<file path="config.mk">
export PLATFORM = sky130hd
export DESIGN_NAME = ia_stream_loader
export DESIGN_NICKNAME = d
export VERILOG_FILES = /design/src/rtl/ia_stream_loader.sv
export SDC_FILE = /design/constraint.sdc
export NUM_CORES = 1
export LEC_CHECK = 0
export ABC_AREA = 0
export CORE_MARGIN = 4
export CORE_UTILIZATION = 47
export CTS_CLUSTER_SIZE = 24
export DETAILED_ROUTE_END_ITERATION = 12
export PLACE_DENSITY = 0.71
export SYNTH_ARGS = -nofsm -noshare
export SYNTH_HDL_FRONTEND = slang
export SYNTH_SLANG_ARGS = --single-unit
</file>
<file path="constraint.sdc">
create_clock -name clock -period 2.8 [get_ports clock]
set_input_delay 0.7 -clock clock [delete_from_list [all_inputs] [get_ports clock]]
set_output_delay 0.7 -clock clock [all_outputs]
set_load 0.05 [all_outputs]
</file>
<file path="src/rtl/ia_stream_loader.sv">
// Packs a pixel stream into IA RAM words, PACK pixels per word, one frame per start.
// Detects the end of the frame from s_last or the word count and flags length mismatches.
module ia_stream_loader #(
  parameter int PIX_WIDTH     = 8,
  parameter int PACK          = 8,
  parameter int addr_width_ia = 11
) (
  input  logic                          clock,
  input  logic                          reset,
  input  logic                          start,
  input  logic [addr_width_ia:0]        frame_words,
  input  logic                          s_valid,
  input  logic [PIX_WIDTH-1:0]          s_data,
  input  logic                          s_last,
  output logic                          s_ready,
  output logic                          ram_we,
  output logic [addr_width_ia-1:0]      ram_addr,
  output logic [PIX_WIDTH*PACK-1:0]     ram_wdata,
  output logic                          busy,
  output logic                          done,
  output logic                          error
);

  localparam int WORD_W = PIX_WIDTH * PACK;
  localparam int LANE_W = (PACK > 1) ? $clog2(PACK) : 1;

  typedef enum logic [1:0] {IDLE, LOAD, DONE} state_t;

  state_t                  state, state_nxt;
  logic [LANE_W-1:0]       lane_cnt;
  logic [addr_width_ia:0]  word_cnt;
  logic [addr_width_ia:0]  frame_words_q;
  logic [WORD_W-1:0]       word_buf;
  logic [WORD_W-1:0]       word_packed;
  logic                    hs, lane_full, last_word, end_hs, start_ok;

  assign s_ready   = (state == LOAD);
  assign busy      = (state != IDLE);
  assign done      = (state == DONE);
  assign start_ok  = start && (state == IDLE);
  assign hs        = s_valid && s_ready;
  assign lane_full = (lane_cnt == LANE_W'(PACK - 1));
  assign last_word = (word_cnt == frame_words_q - (addr_width_ia + 1)'(1));
  assign end_hs    = hs && (s_last || (lane_full && last_word));

  // Lanes above the current one stay zero because word_buf is cleared after every write.
  always_comb begin
    // NOTE: every always_comb output gets a default first so no latch is inferred.
    word_packed = word_buf;
    for (int i = 0; i < PACK; i++) begin
      if (lane_cnt == LANE_W'(i)) word_packed[i*PIX_WIDTH +: PIX_WIDTH] = s_data;
    end
  end

  always_comb begin
    state_nxt = state;
    unique case (state)
      IDLE: if (start) state_nxt = (frame_words == '0) ? DONE : LOAD;
      LOAD: if (end_hs) state_nxt = DONE;
      DONE: state_nxt = IDLE;
      default: state_nxt = IDLE;
    endcase
  end

  always_ff @(posedge clock) begin
    // NOTE: sequential state uses non-blocking assignments so all registers update together.
    if (reset) state <= IDLE;
    else       state <= state_nxt;
  end

  always_ff @(posedge clock) begin
    if (reset) begin
      // NOTE: the packing buffer is reset too, so a frame aborted mid-word leaves no stale lanes.
      lane_cnt      <= '0;
      word_cnt      <= '0;
      frame_words_q <= '0;
      word_buf      <= '0;
      ram_we        <= 1'b0;
      ram_addr      <= '0;
      ram_wdata     <= '0;
      error         <= 1'b0;
    end else begin
      ram_we <= 1'b0;
      if (start_ok) begin
        lane_cnt      <= '0;
        word_cnt      <= '0;
        word_buf      <= '0;
        frame_words_q <= frame_words;
        error         <= (frame_words == '0);
      end else if (hs) begin
        if (lane_full || end_hs) begin
          ram_we    <= 1'b1;
          ram_addr  <= word_cnt[addr_width_ia-1:0];
          ram_wdata <= word_packed;
          word_cnt  <= word_cnt + (addr_width_ia + 1)'(1);
          lane_cnt  <= '0;
          word_buf  <= '0;
        end else begin
          word_buf <= word_packed;
          lane_cnt <= lane_cnt + LANE_W'(1);
        end
        // A clean frame ends exactly on the last lane of the last word, flagged by s_last.
        if (end_hs) error <= !(s_last && lane_full && last_word);
      end
    end
  end

endmodule
</file>
==> impl_metrics.json <==
{
  "firstDrtPassIters": 7,
  "core_area_um2": 14800,
  "crit_path_end_kind": "flip-flop",
  "viasPerCell": 5.96,
  "syn_to_final_growth_pct": 25.9,
  "crit_slowest_cell": "or4_1",
  "vias": 6575,
  "h-tree-depth": 4,
  "required_ns": 3.12,
  "drive_gt1_frac": 0.0773,
  "tritoncts": "yes",
  "whs_ns": 0.454,
  "start_util": 0.488,
  "rsz0062_at_grt": "no",
  "fp.dieH_um": 132,
  "powerDensity_nw_per_um2": 617,
  "fin_skew_ns": 0.00978,
  "die_w_um": 132,
  "arrival_ns": 2.94,
  "synth_cells": 828,
  "slew_violations": 0,
  "setup_tns_ns": 0,
  "insertedDiodeCount": 0,
  "antenna_found_initial": 0,
  "core.rowCount": 44,
  "slew_headroom": 0.424,
  "io_buffers": 104,
  "clock.fmax_mhz": 381,
  "nNetsFinal": 939,
  "wl_per_cell_um": 18.3,
  "synth-seq-cells": 170,
  "maxCapViolations": 0,
  "status": "finished clean",
  "tightestPinTransition_ns": 0.861,
  "dp_cells": 1071,
  "hold_path.class": "reg2reg",
  "num_io_pins": 105,
  "grt_pass1_wl_um": 32400,
  "cts_buffers": 17,
  "initialDrtViolationCount": 613,
  "first_global_vias": 6253,
  "overflow": 0,
  "synth.avg_cell_area_um2": 8.69,
  "fin_crit_ns": 2.62,
  "irDropWorstVdd_v": 0.000483,
  "critPathLaunchType": "flip-flop",
  "synth-warning-count": 0,
  "synth_cell_type_count": 49,
  "setup_viol": 0,
  "syn_area_um2": 7190,
  "path_cells": "inv_1 > ha_1 > or3b_1 > or4_1 > a211oi_1 > o311ai_1 > o31a_1 > o221a_1",
  "critical_path_class": "reg2reg",
  "hold_viol": 0,
  "root_buffer": "clkbuf_16",
  "place.gp.congestion": 0.817,
  "cts.repair.resized": 0,
  "grt_max_degree": 73,
  "drt-total-wl_um": 20200,
  "report.power.total_uw": 5580,
  "drc": 0,
  "clk_pin_slew_ns": 0.06,
  "grt_usage": 0.228,
  "ys_seq_area_frac": 0.473,
  "p_leak_uw": 0.00301,
  "clock_sinks": 170,
  "cts_hold_repair.buffers": 0,
  "syn_nets": 861,
  "dp_hpwl_um": 13500,
  "clock_path_buffers": 2,
  "crit_family": "compound AO/OA/AOI/OAI gates",
  "slowest_delay_ns": 0.48,
  "clk-insertion-delay-late_ns": 0.43,
  "layoutNonFillerInstCount": 1103,
  "drtAntennaViolNets": 0,
  "cp_max_fo": 6,
  "die_area_um2": 17300,
  "finalCritPeriodShare": 0.936,
  "cts_setup_buffers": 0,
  "path_buf_inv": 1
}
## layout by cell type, fill, tap and decap left out, types with 2 or more instances in the layout
cell	count
a211oi_1	42
a21oi_1	29
a22oi_1	16
a311oi_1	24
a31oi_1	2
a32oi_1	40
and2_1	4
and3_1	13
buf_12	4
buf_4	23
bufinv_16	2
clkbuf_16	17
clkdlybuf4s50_1	103
clkinv_4	2
dfxtp_1	170
ha_1	8
inv_1	14
inv_6	6
inv_8	2
mux2i_1	40
nand2_1	88
nand3_1	28
nand4_1	10
nor2_1	143
nor2b_1	5
nor3_1	6
nor4_1	9
nor4b_1	2
o21ai_0	6
o21ai_1	4
o311ai_0	2
o31a_1	2
o31ai_1	3
or2_2	2
or3_1	3
or4_1	2
or4_4	2
xnor2_1	13
xor2_1	7
## Yosys cell counts (all sizes together)
library cell	count	area, um2
a211oi	43	328
a21o	1	7.51
a21oi	29	145
a22oi	16	120
a311oi	24	210
a31o	1	8.76
a31oi	2	12.5
a32oi	40	350
and2	4	25.0
and3	13	81.3
and3b	1	8.76
buf	9	38.8
clkbuf	63	236
dfxtp	170	3400
ha	8	100
inv	14	52.6
mux2i	40	400
nand2	89	334
nand2b	1	6.26
nand3	28	140
nand3b	1	7.51
nand4	10	62.6
nor2	144	541
nor2b	5	31.3
nor3	6	30.0
nor3b	1	7.51
nor4	9	56.3
nor4b	2	17.5
o211ai	1	7.51
o21ai	10	50.1
o221a	1	11.3
o311ai	3	26.3
o31a	2	17.5
o31ai	3	22.5
o32ai	1	8.76
o41ai	1	16.3
or2	2	12.5
or3	4	26.3
or3b	1	8.76
or4	4	37.5
or4b	1	10.0
xnor2	13	114
xor2	7	61.3
## worst paths after layout
| kind | slack (ns) | depth (start not counted) | to | start |
|---|---|---|---|---|
| setup / recovery | 0.18 | 8 | state[0] | frame_words_q[0] |
| hold / removal | 0.45 | 2 | ram_addr[8] | ram_addr[8] |
| setup reg to reg | 0.18 | 8 | state[0] | frame_words_q[0] |
| hold reg to reg | 0.45 | 2 | ram_addr[8] | ram_addr[8] |
## final cells by class
cell class	instances	area, um2
Clock buffer	17	425
Inverter	14	52.6
Tap cell	184	230
Timing Repair Buffer	131	1290
Sequential cell	170	3400
Multi-Input combinational cell	572	3470
Fill cell	1246	5700
Clock inverter	15	181
## flip-flops by register name, indices dropped and copies added, names as in the netlist
name,flops
lane_cnt,3
ram_we,1
ram_addr,11
state,2
ram_wdata,64
error,1
frame_words_q,12
word_cnt,12
word_buf,64
## cell families (layout without fill, tap and decap cells)
| kind of cell | Yosys count | in the layout | synth area share |
|---|---|---|---|
| DFF | 170 | 170 | 0.473 |
| AOI/OAI and AO/OA | 178 | 178 | 0.187 |
| buffers and inverters | 86 | 177 | 0.0456 |
| and+or+nand+nor | 326 | 326 | 0.201 |
| muxes | 40 | 40 | 0.0557 |
| adders and majority gates | 8 | 8 | 0.0139 |
| xor gates and xnor gates | 20 | 20 | 0.0244 |
## tightest hold or removal path, delay by kind of cell, from the launching register on
kind	cells	cell delay [ns]
AO/OA/AOI/OAI	1	0.05
flip-flops	1	0.31
AND/OR/NAND/NOR	1	0.05
## routing by layer
metal	vias up	GRT usage	part of all wire	wire length, um
met5	-	0	0	0
met3	43	0.0436	0.046	928
li1	3149	-	-	-
met2	212	0.384	0.49	9970
met1	3171	0.294	0.44	8830
met4	0	0.0788	0.023	458
## stage by stage
step | worst slack (ns) | util | instance area (um2)
floorplan | 0.264 | - | 7190
global placement | 0.270 | 0.573 | 8450
detailed placement | 0.210 | 0.573 | 8450
CTS | 0.180 | 0.614 | 9050
global route | 0.0450 | 0.614 | 9050
finish | 0.179 | 0.614 | 9050
## report_power, final
group | switching (uW) | leakage (uW) | internal [uW] | total (uW)
combinational | 436 | 0.00134 | 227 | 663
sequential | 42.5 | 0.00138 | 2470 | 2510
clock | 1060 | 0.000296 | 1350 | 2410
Note: power is estimated with default switching activity, not from simulation.
